## config.mk

```make
export PLATFORM = sky130hd
export DESIGN_NAME = uart_tx_param
export DESIGN_NICKNAME = d
export VERILOG_FILES = /design/src/rtl/uart_tx_param.sv
export SDC_FILE = /design/constraint.sdc
export NUM_CORES = 1
export LEC_CHECK = 0
export ABC_AREA = 1
export ABC_CLOCK_PERIOD_IN_PS = 1700
export BUFFER_PORTS_ARGS = -buffer_cell sky130_fd_sc_hd__buf_2
export CAP_MARGIN = 20
export CORE_ASPECT_RATIO = 0.7
export CORE_UTILIZATION = 55
export CTS_BUF_LIST = sky130_fd_sc_hd__clkbuf_4
export DETAILED_ROUTE_END_ITERATION = 7
export PLACE_DENSITY = 0.76
export SLEW_MARGIN = 10
export SYNTH_ARGS = -nofsm -noshare
export SYNTH_HDL_FRONTEND = slang
export SYNTH_SLANG_ARGS = --single-unit
```

## constraint.sdc

```tcl
create_clock -name CLK -period 1.7 [get_ports CLK]
set_input_delay 0.17 -clock CLK [delete_from_list [all_inputs] [get_ports CLK]]
set_output_delay 0.17 -clock CLK [all_outputs]
set_load 0.03 [all_outputs]
```

## src/rtl/uart_tx_param.sv

```systemverilog
// -----------------------------------------------------------------------------
// uart_tx_param
//   Parametrised UART transmitter. Accepts one word per frame over a
//   valid/ready handshake and serialises it as START, DATA, optional PARITY
//   and STOP bits on a registered serial line O, which idles high.
//
// Parameters
//   DATA_WIDTH    payload bits per frame (5..9)
//   CLKS_PER_BIT  clock cycles each serial bit is held (>=1)
//   PARITY_MODE   0 = none, 1 = even, 2 = odd
//   STOP_BITS     1 or 2
//   LSB_FIRST     1 = data[0] first, 0 = data[DATA_WIDTH-1] first
//
// Ports
//   CLK    in   clock, all state on rising edge
//   RESET  in   synchronous reset, active-high
//   valid  in   producer has a word on data
//   data   in   word to transmit, sampled only on accept
//   ready  out  block can accept a word (high only in IDLE)
//   busy   out  frame in progress (= ~ready)
//   O      out  serial line, registered
// -----------------------------------------------------------------------------
module uart_tx_param #(
  parameter int DATA_WIDTH   = 8,
  parameter int CLKS_PER_BIT = 16,
  parameter int PARITY_MODE  = 0,
  parameter int STOP_BITS    = 1,
  parameter int LSB_FIRST    = 1
) (
  input  logic                  CLK,
  input  logic                  RESET,
  input  logic                  valid,
  input  logic [DATA_WIDTH-1:0] data,
  output logic                  ready,
  output logic                  busy,
  output logic                  O
);

  localparam int BIT_W  = $clog2(DATA_WIDTH + 1);
  localparam int BAUD_W = (CLKS_PER_BIT > 1) ? $clog2(CLKS_PER_BIT) : 1;

  localparam logic [BAUD_W-1:0] BAUD_LAST = BAUD_W'(CLKS_PER_BIT - 1);
  localparam logic [BAUD_W-1:0] BAUD_ONE  = BAUD_W'(1);
  localparam logic [BIT_W-1:0]  BIT_LAST  = BIT_W'(DATA_WIDTH - 1);
  localparam logic [BIT_W-1:0]  STOP_LAST = BIT_W'(STOP_BITS - 1);
  localparam logic [BIT_W-1:0]  BIT_ONE   = BIT_W'(1);
  localparam bit                HAS_PARITY = (PARITY_MODE != 0);

  localparam logic [2:0] S_IDLE   = 3'd0;
  localparam logic [2:0] S_START  = 3'd1;
  localparam logic [2:0] S_DATA   = 3'd2;
  localparam logic [2:0] S_PARITY = 3'd3;
  localparam logic [2:0] S_STOP   = 3'd4;

  logic [2:0]            state_q,  state_d;
  logic [DATA_WIDTH-1:0] shift_q,  shift_d;
  logic                  parity_q, parity_d;
  logic [BAUD_W-1:0]     baud_q,   baud_d;
  logic [BIT_W-1:0]      bit_q,    bit_d;
  logic                  o_q,      o_d;

  logic                  baud_last;
  logic [DATA_WIDTH-1:0] shift_next;

  // The bit on the wire is always taken from the "head" end of the shift
  // register; which end that is depends on the configured bit order.
  function automatic logic head_bit(input logic [DATA_WIDTH-1:0] v);
    return (LSB_FIRST != 0) ? v[0] : v[DATA_WIDTH-1];
  endfunction

  assign baud_last  = (baud_q == BAUD_LAST);
  assign shift_next = (LSB_FIRST != 0) ? (shift_q >> 1) : (shift_q << 1);

  // NOTE: every signal written here gets a default first, so no path leaves
  // it unassigned and no latch is inferred.
  always_comb begin
    state_d  = state_q;
    shift_d  = shift_q;
    parity_d = parity_q;
    baud_d   = baud_q;
    bit_d    = bit_q;
    o_d      = o_q;

    // Baud counter free-runs 0..CLKS_PER_BIT-1 whenever a frame is active.
    if (state_q != S_IDLE) begin
      baud_d = baud_last ? '0 : (baud_q + BAUD_ONE);
    end

    // o_d is the value O must show in the cycle after this edge, so each
    // transition loads the first value of the state being entered.
    case (state_q)
      S_IDLE: begin
        o_d    = 1'b1;
        baud_d = '0;
        bit_d  = '0;
        if (valid) begin
          shift_d  = data;
          parity_d = (PARITY_MODE == 2) ? ~(^data) : (^data);
          state_d  = S_START;
          o_d      = 1'b0;
        end
      end

      S_START: begin
        if (baud_last) begin
          bit_d   = '0;
          state_d = S_DATA;
          o_d     = head_bit(shift_q);
        end
      end

      S_DATA: begin
        if (baud_last) begin
          if (bit_q == BIT_LAST) begin
            bit_d = '0;
            if (HAS_PARITY) begin
              state_d = S_PARITY;
              o_d     = parity_q;
            end else begin
              state_d = S_STOP;
              o_d     = 1'b1;
            end
          end else begin
            bit_d   = bit_q + BIT_ONE;
            shift_d = shift_next;
            o_d     = head_bit(shift_next);
          end
        end
      end

      S_PARITY: begin
        if (baud_last) begin
          bit_d   = '0;
          state_d = S_STOP;
          o_d     = 1'b1;
        end
      end

      S_STOP: begin
        o_d = 1'b1;
        if (baud_last) begin
          // bit_q counts stop periods here.
          if (bit_q == STOP_LAST) begin
            bit_d   = '0;
            state_d = S_IDLE;
          end else begin
            bit_d = bit_q + BIT_ONE;
          end
        end
      end

      default: begin
        state_d = S_IDLE;
        o_d     = 1'b1;
        baud_d  = '0;
        bit_d   = '0;
      end
    endcase
  end

  // NOTE: state registers use non-blocking assignments so every flop samples
  // the pre-edge values computed above.
  always_ff @(posedge CLK) begin
    if (RESET) begin
      state_q  <= S_IDLE;
      shift_q  <= '0;
      parity_q <= 1'b0;
      baud_q   <= '0;
      bit_q    <= '0;
      o_q      <= 1'b1;
    end else begin
      state_q  <= state_d;
      shift_q  <= shift_d;
      parity_q <= parity_d;
      baud_q   <= baud_d;
      bit_q    <= bit_d;
      o_q      <= o_d;
    end
  end

  // Decoded from registered state only: no combinational valid->ready path.
  assign ready = (state_q == S_IDLE);
  assign busy  = ~ready;
  assign O     = o_q;

endmodule

```

* Word-level counts from Yosys, hierarchy flattened *
Index checks and enable logic that the tools add are counted.

operators by class
  eq/ne operators = 15
  bitwise gates (word level) = 2
  multiplexer cells = 25
  add/subtract/negate cells = 2
  reductions and logical operators = 11

operators with widths
  kind                                                                    count
  4-bit 2-to-1 mux                                                        6
  8-bit 2-to-1 mux                                                        3
  3-bit 2-to-1 mux                                                        7
  2-bit != test (second input constant)                                   8
  8-bit one-hot mux with 2 select lines                                   1
  3-bit one-hot mux with 5 select lines                                   1
  4-bit one-hot mux with 3 select lines                                   1
  4-bit by 1-bit adder with 4-bit output (second input constant)          2
  7-bit AND reduction                                                     1
  3-bit by 2-bit equality test with 1-bit output (second input constant)  2
  3-bit AND reduction                                                     2
  1-bit 2-to-1 mux                                                        5
  4-bit by 3-bit equality test with 1-bit output (second input constant)  1
  4-bit equality test (second input constant)                             1
  4-bit zero test                                                         1
  1-bit one-hot mux with 4 select lines                                   1
  4-bit AND reduction                                                     1
  2-bit OR reduction                                                      2
  4-bit OR reduction                                                      1
  3-bit by 1-bit equality test with 1-bit output (second input constant)  1
  3-bit equality test (second input constant)                             1
  3-bit zero test                                                         1
  3-bit nonzero test                                                      1
  2-bit by 1-bit != test with 1-bit output (second input constant)        1
  other kinds (2)                                                         3

word-level totals
  register bits after elaboration = 20
  word-level logic and storage cells = 60
  output and inout port bits = 3

* Logic depth before layout (Yosys ltp) *
  depth after elaboration = 4
  mapped depth = 10
  mapped depth without buffers = 10

* Least setup slack after synthesis *
No wires, ideal clock.

  kind = register to register
  from = register state_q[1]
  to = register shift_q[1]
  clock period less this slack = 1.316 ns
  library setup time = 0.116 ns
  cell stages (with the launch flop) = 8
  buffers on the path = 0
  data required time = 1.584 ns
  data arrival time = 1.200 ns
  setup slack = 0.384 ns
  cells stage by stage = dfxtp_1 -> nor2_4 -> nand2_4 -> or2_4 -> nand3_4 -> inv_4 -> nor2_1 -> nor2_1

on the way
  longest elaborated chain between the ends = 3
  elaborated cells on any way between the ends = 8

ends and longest elaborated chain
  what                                                                               RTL line  RTL
  start, declared                                                                    55        logic [2:0] state_q, state_d;
  start signal, assigned                                                             172       state_q <= state_d;
  3-bit by 2-bit equality test with 1-bit output or 3-bit zero test (tied branches)  n/a
  2-bit != test (no line) or 2-bit nonzero test (tied branches)                      n/a
  4-bit AND reduction (no line)                                                      n/a
  end signal, assigned                                                               173       shift_q <= shift_d;
  end, declared                                                                      56        logic [DATA_WIDTH-1:0] shift_q, shift_d;

Several ways; a longest one is shown, not always the timed one.
A chain may end at the register's enable or synchronous reset.

* Worst setup path in the final report *
  from = register baud_q[0]
  to = register state_q[1]

on the way
  longest elaborated chain between the ends = 3
  elaborated cells on any way between the ends = 6

ends and longest elaborated chain
  what                               RTL line  RTL
  start, declared                    58        logic [BAUD_W-1:0] baud_q, baud_d;
  start signal, assigned             175       baud_q <= baud_d;
  4-bit equality test (*)            71        assign baud_last = (baud_q == BAUD_LAST);
  2-bit != test (no line)            n/a
  7-bit AND reduction (no line) (*)  n/a

Every way passes the cells marked *; elsewhere a longest branch is shown, timed or not.

==> out/metrics.yaml <==
floorplanning:
  die_x_um: 55.7
  rows: 13
  ios: 14
  start_util_pct: 59.3
  die_h_um: 39.6
  dieArea_um2: 2200
  core_area_um2: 1870
logic_synthesis:
  synth_seq_cells: 20
  post-synth-top-area-cell: "dfxtp_1"
  syn_nets: 181
  synth-edff-count: 0
  synth_area_um2: 1110
  synth_fa_ha_area_share_pct: 3.38
  yosysTopAreaCellShare_pct: 36.1
  synthXorXnorAreaFrac_pct: 0.789
  synth-main-ff-cell: "dfxtp_1"
  ys_seq_area_share_pct: 36.1
  synth_common_cells: "45 x nand2_1, 26 x nor2_1, 20 x dfxtp_1"
  syn_inst: 167
  synth_compound_area_share_pct: 11.5
  ys_top_cells_by_area: "dfxtp_1 36%, nand2_1 15%, nor2_1 8.8%"
  synth-simple-area-share_pct: 42.3
  yosysWarnings: 0
  async_reset_ff_share_pct: 0
  synth_mux_area_share_pct: 0
  synth_top_family_by_area: "simple AND/OR/NAND/NOR gates"
  yosysUniqueCellTypes: 24
  yosysMostFrequentCell: "nand2_1"
  synth_area_per_cell_um2: 6.65
grt:
  grt_pass1_wl_mm: 3.96
  grt_pass1_vias: 913
  grt_overflow: 0
  antenna_found_initial: 0
  grt_max_degree: 11
  grt_usage_pct: 24.4
place:
  hpwl_mm: 1.84
  gp_congestion: 0.887
  place_ws_ns: 0.148
  io_buffers: 13
layout:
  fin_util_pct: 66.4
  syn_to_final_growth_pct: 11.8
  antenna_cells: 0
  nets: 200
  drive_gt1_share_pct: 17.9
routing:
  wl_mm: 2.46
  antenna_left: 0
  firstDrtPassIters: 4
  wl_per_cell_um: 11.9
  via_per_inst: 5.37
  drtIter0Drc: 47
  post-route-drc-count: 0
  vias: 1106
worst_setup_path:
  worstPathCellList: "ha_1, nand3_2, nand3_1, nand2_1, nor2_2, nand3_1, nand2_1, nor2_1"
  cp_top_family: "simple AND/OR/NAND/NOR gates"
  critPathRequiredTime_ns: 1.91
  cp_slowest_cell: "dfxtp_1"
  cpPeakStageDelay_ns: 0.41
  worst-path-buf-inv: 0
  critical_path_class: "reg2reg"
  critPathMaxFanout: 6
  start_kind: "flop"
  cp.arrival_ns: 1.72
  cp-end-kind: "flop"
pwr:
  power_mw: 2.02
  power_switching_mw: 0.980
  p_seq_share_pct: 34.7
  p_leak_nw: 0.579
  clockPowerShare_pct: 11.3
  combPwrFrac_pct: 54.0
  switching_share_pct: 48.6
  internal-power_mw: 1.04
  powerDensity_nw_per_um2: 1630
  ir_worst_vdd_mv: 1.00
timing:
  hold_violations: 0
  slew_violations: 0
  tightest_slew_ns: 0.309
  slew-limit-headroom_pct: 79.4
  rsz0062_at_grt: "no"
  setup_viol: 0
  finalSetupTns_ns: 0
  min_period_ns: 1.50
  fin_skew_ns: 0.00631
  final.period_utilization_pct: 88.4
  max_freq_mhz: 665
  timing.final.ws_setup_ns: 0.197
clock_tree:
  cts_setup_buffers: 0
  hold_buffers: 0
  clockRootBuffer: "clkbuf_4"
  h-tree-depth: 1
  cts_buffer_depth: 2
  numCtsBuffers: 3
  insertion_delay_ns: 0.31
  postCtsResizedCells: 0
  cts.clk_slew.worst_paths_ns: 0.11
  tritoncts: "built"
  clock_sinks: 20
hold_path:
  min_path_type: "in2reg"
status:
  status: "finished clean"
flow_run:
  cap_violations: 0
==> through the flow <==
| step | cell area (µm²) | std cells | hold WS [ns] |
|---|---|---|---|
| floorplan | 1110 | 167 | 0.239 |
| global placement | 1210 | 203 | 0.379 |
| detailed placement | 1210 | 203 | 0.380 |
| CTS | 1240 | 206 | 0.0538 |
| global route | 1240 | 206 | 0.0538 |
| finish | 1240 | 206 | 0.0553 |
==> sequential cells by signal (all words and copies together), names as in the netlist <==
signal / flops
bit_q: 4
baud_q: 4
shift_q: 8
O: 1
state_q: 3
==> worst reg2reg max path, stage by stage, from the launching register on <==
cell and delay, ns:
dfxtp_1 0.41, ha_1 0.23, nand3_2 0.17, nand3_1 0.14, nand2_1 0.12, nor2_2 0.18, nand3_1 0.09, nand2_1 0.06
nor2_1 0.04
==> cells in the final DEF, fill, tap and decap left out <==
cell type  Yosys  final
buf_4          1      3
buf_2          0     13
inv_4          1      1
clkbuf_4       0      3
a21oi_1       13     13
nor2_2         1      1
or2_4          1      1
ha_1           3      3
dfxtp_1       20     20
inv_1         12     12
nor3_1         1      1
xor2_1         1      1
nor2_1        26     26
a211oi_1       1      1
nand2_4        1      1
nor2_4         2      2
o21ai_1        3      3
nand3_4        1      1
inv_2          1      1
nand3_2        0      1
o21ai_0        8      8
nand3_1       16     15
nand2_1       45     45
nor3b_1        1      1
nand2_2        5      5
nand4_1        2      2
==> layer usage <==
layer	vias to the layer above	track usage [%]	wire (µm)
li1	576	-	-
met1	494	32.7	1250
met2	32	40.1	1070
met3	4	7.26	124
met4	0	3.75	12
met5	-	0	0
==> path summary, 6_finish.rpt <==
kind	startpoint	endpoint	slack, ns	cells after the start
max	baud_q[0]	state_q[1]	0.20	8
max reg2reg	baud_q[0]	state_q[1]	0.20	8
min reg2reg	shift_q[7]	shift_q[7]	0.48	2
min	RESET	bit_q[3]	0.06	2
==> power by group through the flow <==
stage                     Sequential, mW  Combinational [mW]  Clock, mW
after floorplan                    0.700               0.837          0
after global placement             0.702                1.05          0
after detailed placement           0.707                1.07          0
after CTS                          0.697                1.08      0.229
after global routing               0.712                1.23      0.250
final                              0.700                1.09      0.229
==> cells by family after synthesis <==
| group | after synthesis |
|---|---|
| simple gates | 102 |
| compound gates | 25 |
| flops | 20 |
| buf+inv | 16 |
| fa+ha+maj | 3 |
| xor+xnor | 1 |
==> layout make-up <==
class / count / area (µm²)
clock buffer: 3 / 22.5
inverter: 14 / 55.1
fill: 163 / 629
sequential: 20 / 400
timing repair buffer: 16 / 87.6
multi-input combinational: 131 / 648
tap: 22 / 27.5
Note: power is estimated with default switching activity, not from simulation.
